`src/rtl/timer_share_arbiter.sv`:
```
// rtl/timer_share_arbiter.sv - round-robin owner selection for one shared prescaled countdown timer
module timer_share_arbiter #(
  parameter int NREQ = 4,
  parameter int CW   = 16,
  parameter int PW   = 8
) (
  input  logic              wb_clk_i,
  input  logic              wb_rst_i,
  input  logic [NREQ-1:0]   req_i,
  input  logic [NREQ*CW-1:0] req_count_i,
  input  logic [PW-1:0]     prescale_i,
  output logic [NREQ-1:0]   grant_o,
  output logic [NREQ-1:0]   done_o,
  output logic              busy_o,
  output logic [CW-1:0]     count_o
);

  localparam int IW = $clog2(NREQ);

  typedef enum logic [1:0] {
    IDLE  = 2'd0,
    COUNT = 2'd1,
    DONE  = 2'd2
  } state_t;

  state_t          state_q, state_d;
  logic [IW-1:0]   ptr_q, ptr_d;
  logic [IW-1:0]   owner_q, owner_d;
  logic [NREQ-1:0] grant_q, grant_d;
  logic [NREQ-1:0] done_q, done_d;
  logic [CW-1:0]   count_q, count_d;
  logic [PW-1:0]   presc_q, presc_d;
  logic [PW-1:0]   plat_q, plat_d;

  logic            found;
  logic [IW-1:0]   win;
  logic [CW-1:0]   ld_count;
  logic [IW-1:0]   owner_nxt;

  // First requesting index at or after ptr, wrapping modulo NREQ
  always_comb begin
    found = 1'b0;
    win   = '0;
    for (int i = 0; i < NREQ; i++) begin
      if (!found && req_i[(int'(ptr_q) + i) % NREQ]) begin
        found = 1'b1;
        win   = IW'((int'(ptr_q) + i) % NREQ);
      end
    end
  end

  assign ld_count  = req_count_i[int'(win)*CW +: CW];
  assign owner_nxt = (owner_q == IW'(NREQ-1)) ? '0 : owner_q + 1'b1;

  always_comb begin
    state_d = state_q;
    ptr_d   = ptr_q;
    owner_d = owner_q;
    grant_d = grant_q;
    done_d  = '0;
    count_d = count_q;
    presc_d = presc_q;
    plat_d  = plat_q;
    case (state_q)
      IDLE: begin
        if (found) begin
          owner_d      = win;
          grant_d      = '0;
          grant_d[win] = 1'b1;
          count_d      = ld_count;
          plat_d       = prescale_i;
          presc_d      = '0;
          if (ld_count == '0) begin
            state_d     = DONE;
            done_d[win] = 1'b1;
          end else begin
            state_d = COUNT;
          end
        end
      end
      COUNT: begin
        // Owner withdrawal wins over a final tick landing in the same cycle
        if (!req_i[owner_q]) begin
          state_d = IDLE;
          grant_d = '0;
          ptr_d   = owner_nxt;
        end else if (presc_q == plat_q) begin
          presc_d = '0;
          count_d = count_q - 1'b1;
          if (count_q == CW'(1)) begin
            state_d = DONE;
            done_d  = grant_q;
          end
        end else begin
          presc_d = presc_q + 1'b1;
        end
      end
      DONE: begin
        state_d = IDLE;
        grant_d = '0;
        ptr_d   = owner_nxt;
      end
      default: begin
        state_d = IDLE;
        grant_d = '0;
      end
    endcase
  end

  always_ff @(posedge wb_clk_i) begin
    if (wb_rst_i) begin
      state_q <= IDLE;
      ptr_q   <= '0;
      owner_q <= '0;
      grant_q <= '0;
      done_q  <= '0;
      count_q <= '0;
      presc_q <= '0;
      plat_q  <= '0;
    end else begin
      state_q <= state_d;
      ptr_q   <= ptr_d;
      owner_q <= owner_d;
      grant_q <= grant_d;
      done_q  <= done_d;
      count_q <= count_d;
      presc_q <= presc_d;
      plat_q  <= plat_d;
    end
  end

  assign grant_o = grant_q;
  assign done_o  = done_q;
  assign busy_o  = (state_q != IDLE);
  assign count_o = count_q;

endmodule

```
`config.mk`:
```
export PLATFORM = sky130hd
export DESIGN_NAME = timer_share_arbiter
export DESIGN_NICKNAME = d
export VERILOG_FILES = /design/src/rtl/timer_share_arbiter.sv
export SDC_FILE = /design/constraint.sdc
export NUM_CORES = 1
export LEC_CHECK = 0
export ABC_AREA = 1
export BUFFER_PORTS_ARGS = -buffer_cell sky130_fd_sc_hd__buf_2
export CORE_MARGIN = 1.5
export CORE_UTILIZATION = 25
export CTS_BUF_LIST = sky130_fd_sc_hd__clkbuf_16
export CTS_CLUSTER_DIAMETER = 200
export DETAILED_ROUTE_END_ITERATION = 16
export PLACE_DENSITY = 0.47
export SYNTH_ARGS = -nofsm -noshare
export SYNTH_HDL_FRONTEND = slang
export SYNTH_SLANG_ARGS = --single-unit
```
`constraint.sdc`:
```
create_clock -name wb_clk_i -period 2.22 [get_ports wb_clk_i]
set_input_delay 0 -clock wb_clk_i [delete_from_list [all_inputs] [get_ports wb_clk_i]]
set_output_delay 0 -clock wb_clk_i [all_outputs]
set_load 0.02 [all_outputs]
```
==> impl_metrics.ini <==
[timing]
clock_skew_ns = 0.00597
finalSetupViolCount = 18
rsz0062_at_grt = true
setup_tns_ns = -1.40
worstMarginPinSlew_ns = 0.465
max_freq_ghz = 0.422
final_max_slew_viol_count = 0
slew-limit-headroom_pct = 69.0
hold_viol_final = 0
fin_crit_sh_pct = 107
worst_slack_ns = -0.150
post-route-min-period_ns = 2.37

[power_and_ir_drop]
p_leak_nw = 2.74
power.density_nw_per_um2 = 1880
ir_worst_vdd_v = 0.000703

[grt]
grt-ovfl-total = 0
grt_pass1_vias = 4027
grt_pass1_wl_um = 19100
grt_max_degree = 22
grtUsageTotal_pct = 16.8
antenna_found_initial = 0

[synth]
synth.ff_latch_count = 46
synth_ff_type = dfxtp_1
ys_types = 37
syn_area_um2 = 3310
synth_top_area_share_pct = 27.8
ys_seq_area_share_pct = 27.8
yosys.area.top_type = dfxtp_1
ys_async_sr_fraction_pct = 0
yosysWarnings = 0
synth_cells = 551
synth_edf_count = 0
synth.area.top_cells = dfxtp_1, nand2_1, a21oi_1, nor2_1, nand3_1
synthMostInstantiatedCell = nand2_1
synth_area_per_cell_um2 = 6.01
yosys-top-cells-count = nand2_1, nor2_1, dfxtp_1
synth_nets = 633

[place]
gp_congestion = 0.878
dp_hpwl_um = 8890
port_buffers = 102
pre_cts_slack_ns = -0.267

[detailed_routing]
drt-total-wl_um = 12000
vias = 4192
post_drt_wl_per_cell_um = 13.2
first_pass_iters = 4
route.detailed.drc = 0
ant_nets = 0
drt-initial-drc-count = 186
viasPerCell = 4.60

[clocking]
htreeDepth = 2
clockRootBuffer = clkbuf_16
cts_tree = yes
cts_buffer_depth = 2
cts_buffers = 5
clock_latency_ns = 0.29
path_clk_slew_ns = 0.07
cts_sinks = 46

[setup_path]
cp_num_cells = 19
reg2regPathDepth = 19
critPathMostFrequentCell = nand2_1
cp_num_buf_inv = 3
slowest_delay_ns = 0.39
cp-end-kind = register
crit_chain = buf_8, nand2_2, nand2_2, nand2_2, nand2_4, nor2_4, nor2_4, nand2_8, buf_6, buf_6, nand3_1, nand2_1, nand2_1, nand2_1, nor2_1, nand2_1, nor2_4, nand4_1, a21oi_2
slowest_stage = dfxtp_4
cp_top_family = simple AND/OR/NAND/NOR gates
cp.arrival_ns = 2.59
critPathRequiredTime_ns = 2.44
critPathLaunchType = register
crit_type = register to register
path_max_fanout = 6

[run_status]
status = complete, but fails checks
violations = setup timing

[hold_path]
min_path_cells = 2
worstHoldPathType = input port to register

[finish]
area_growth_pct = 66.2
diodes = 0
fillCellCount = 1348
final_nets = 821
drive_above_1_share_pct = 44.1

[die]
die_h_um = 118
start_util_pct = 25.9
die_area_um2 = 13900
die_w_um = 118
io_pins = 103
coreArea_um2 = 12800
rows = 41

[flow_run]
maxCapViolations = 0
## flip-flops by register name, summed over array words and instances, names as in the netlist
register and cells:
count_o 16, done_o 4, grant_o 4, owner_q 2, plat_q 8, presc_q 8, ptr_q 2, state_q 2
## report_power, final
part	switching, mW	leakage (nW)	internal [mW]	total (mW)
clock network	0.332	0.0842	0.534	0.866
registers	0.265	0.380	1.08	1.35
logic	4.28	2.27	3.84	8.13
## cell usage in the layout (no fill, tap or decap), drive strengths merged, types with 2 or more instances in the layout
| cell | instances |
|---|---|
| a21oi | 45 |
| a221oi | 3 |
| a31oi | 3 |
| buf | 192 |
| clkbuf | 6 |
| dfxtp | 46 |
| dlygate4sd3 | 8 |
| ha | 4 |
| inv | 41 |
| nand2 | 218 |
| nand3 | 34 |
| nand4 | 9 |
| nor2 | 61 |
| nor3 | 5 |
| nor4 | 2 |
| o211ai | 2 |
| o21a | 2 |
| o21ai | 34 |
| or2 | 2 |
| xnor2 | 6 |
| xor2 | 8 |
## routing by layer
layer	vias to the layer above	global-route usage (%)	share of wire [%]
li1	2168	-	-
met1	1879	20.7	45
met2	133	30.6	49
met3	12	2.03	4.4
met4	0	4.34	1.5
met5	-	0	0
## through the flow
| stage | power (mW) | utilization [%] | cell area [um2] | std cells | hold slack (ns) |
|---|---|---|---|---|---|
| finish | 10.3 | 43.1 | 5500 | 912 | 0.119 |
| global route | 11.2 | 43.1 | 5500 | 912 | 0.114 |
| CTS | 9.36 | 39.9 | 5100 | 904 | 0.0890 |
| detailed placement | 7.10 | 34.3 | 4380 | 859 | 0.259 |
| global placement | 7.07 | 34.3 | 4380 | 859 | 0.259 |
| floorplan | 4.81 | - | 3310 | 551 | 0.0785 |
## path summary, 6_finish.rpt
path	startpoint	end	slack, ns
max reg2reg	ptr_q[0]	done_o[3]	-0.15
min reg2reg	grant_o[2]	grant_o[2]	0.50
min	wb_rst_i	count_o[15]	0.12
max	ptr_q[0]	done_o[3]	-0.15
## final cells by class
cell class	instances	area [um2]	area share, %
timing repair inverter	1	11.3	0.205
multi-input combinational	444	2550	46.3
inverter	40	171	3.12
clock inverter	3	43.8	0.796
timing repair buffer	201	1460	26.5
clock buffer	5	125	2.28
tap	172	215	3.91
sequential	46	928	16.9
## repair_timing
| action | in CTS | in global routing |
|---|---|---|
| gates resized for setup | 65 | 102 |
| hold buffers | 8 | 0 |
| setup buffers | 25 | 6 |
| pin swaps | 42 | 46 |
| cloned | 4 | 2 |
| endpoints found under the setup margin | 36 | 39 |
| endpoints found under the hold margin | 8 | 0 |
## cells by family (layout without fill, tap and decap cells)
kind of cell             Yosys count  in the layout  share of synthesized area, %
AND/OR/NAND/NOR                  331            332                          42.8
AO/OA/AOI/OAI                     94             94                          15.7
buffers and inverters             62            250                          8.54
flip-flops                        46             46                          27.8
XOR/XNOR                          14             14                          3.71
adder cells (fa/ha/maj)            4              4                          1.51
Note: power is estimated with default switching activity, not from simulation.
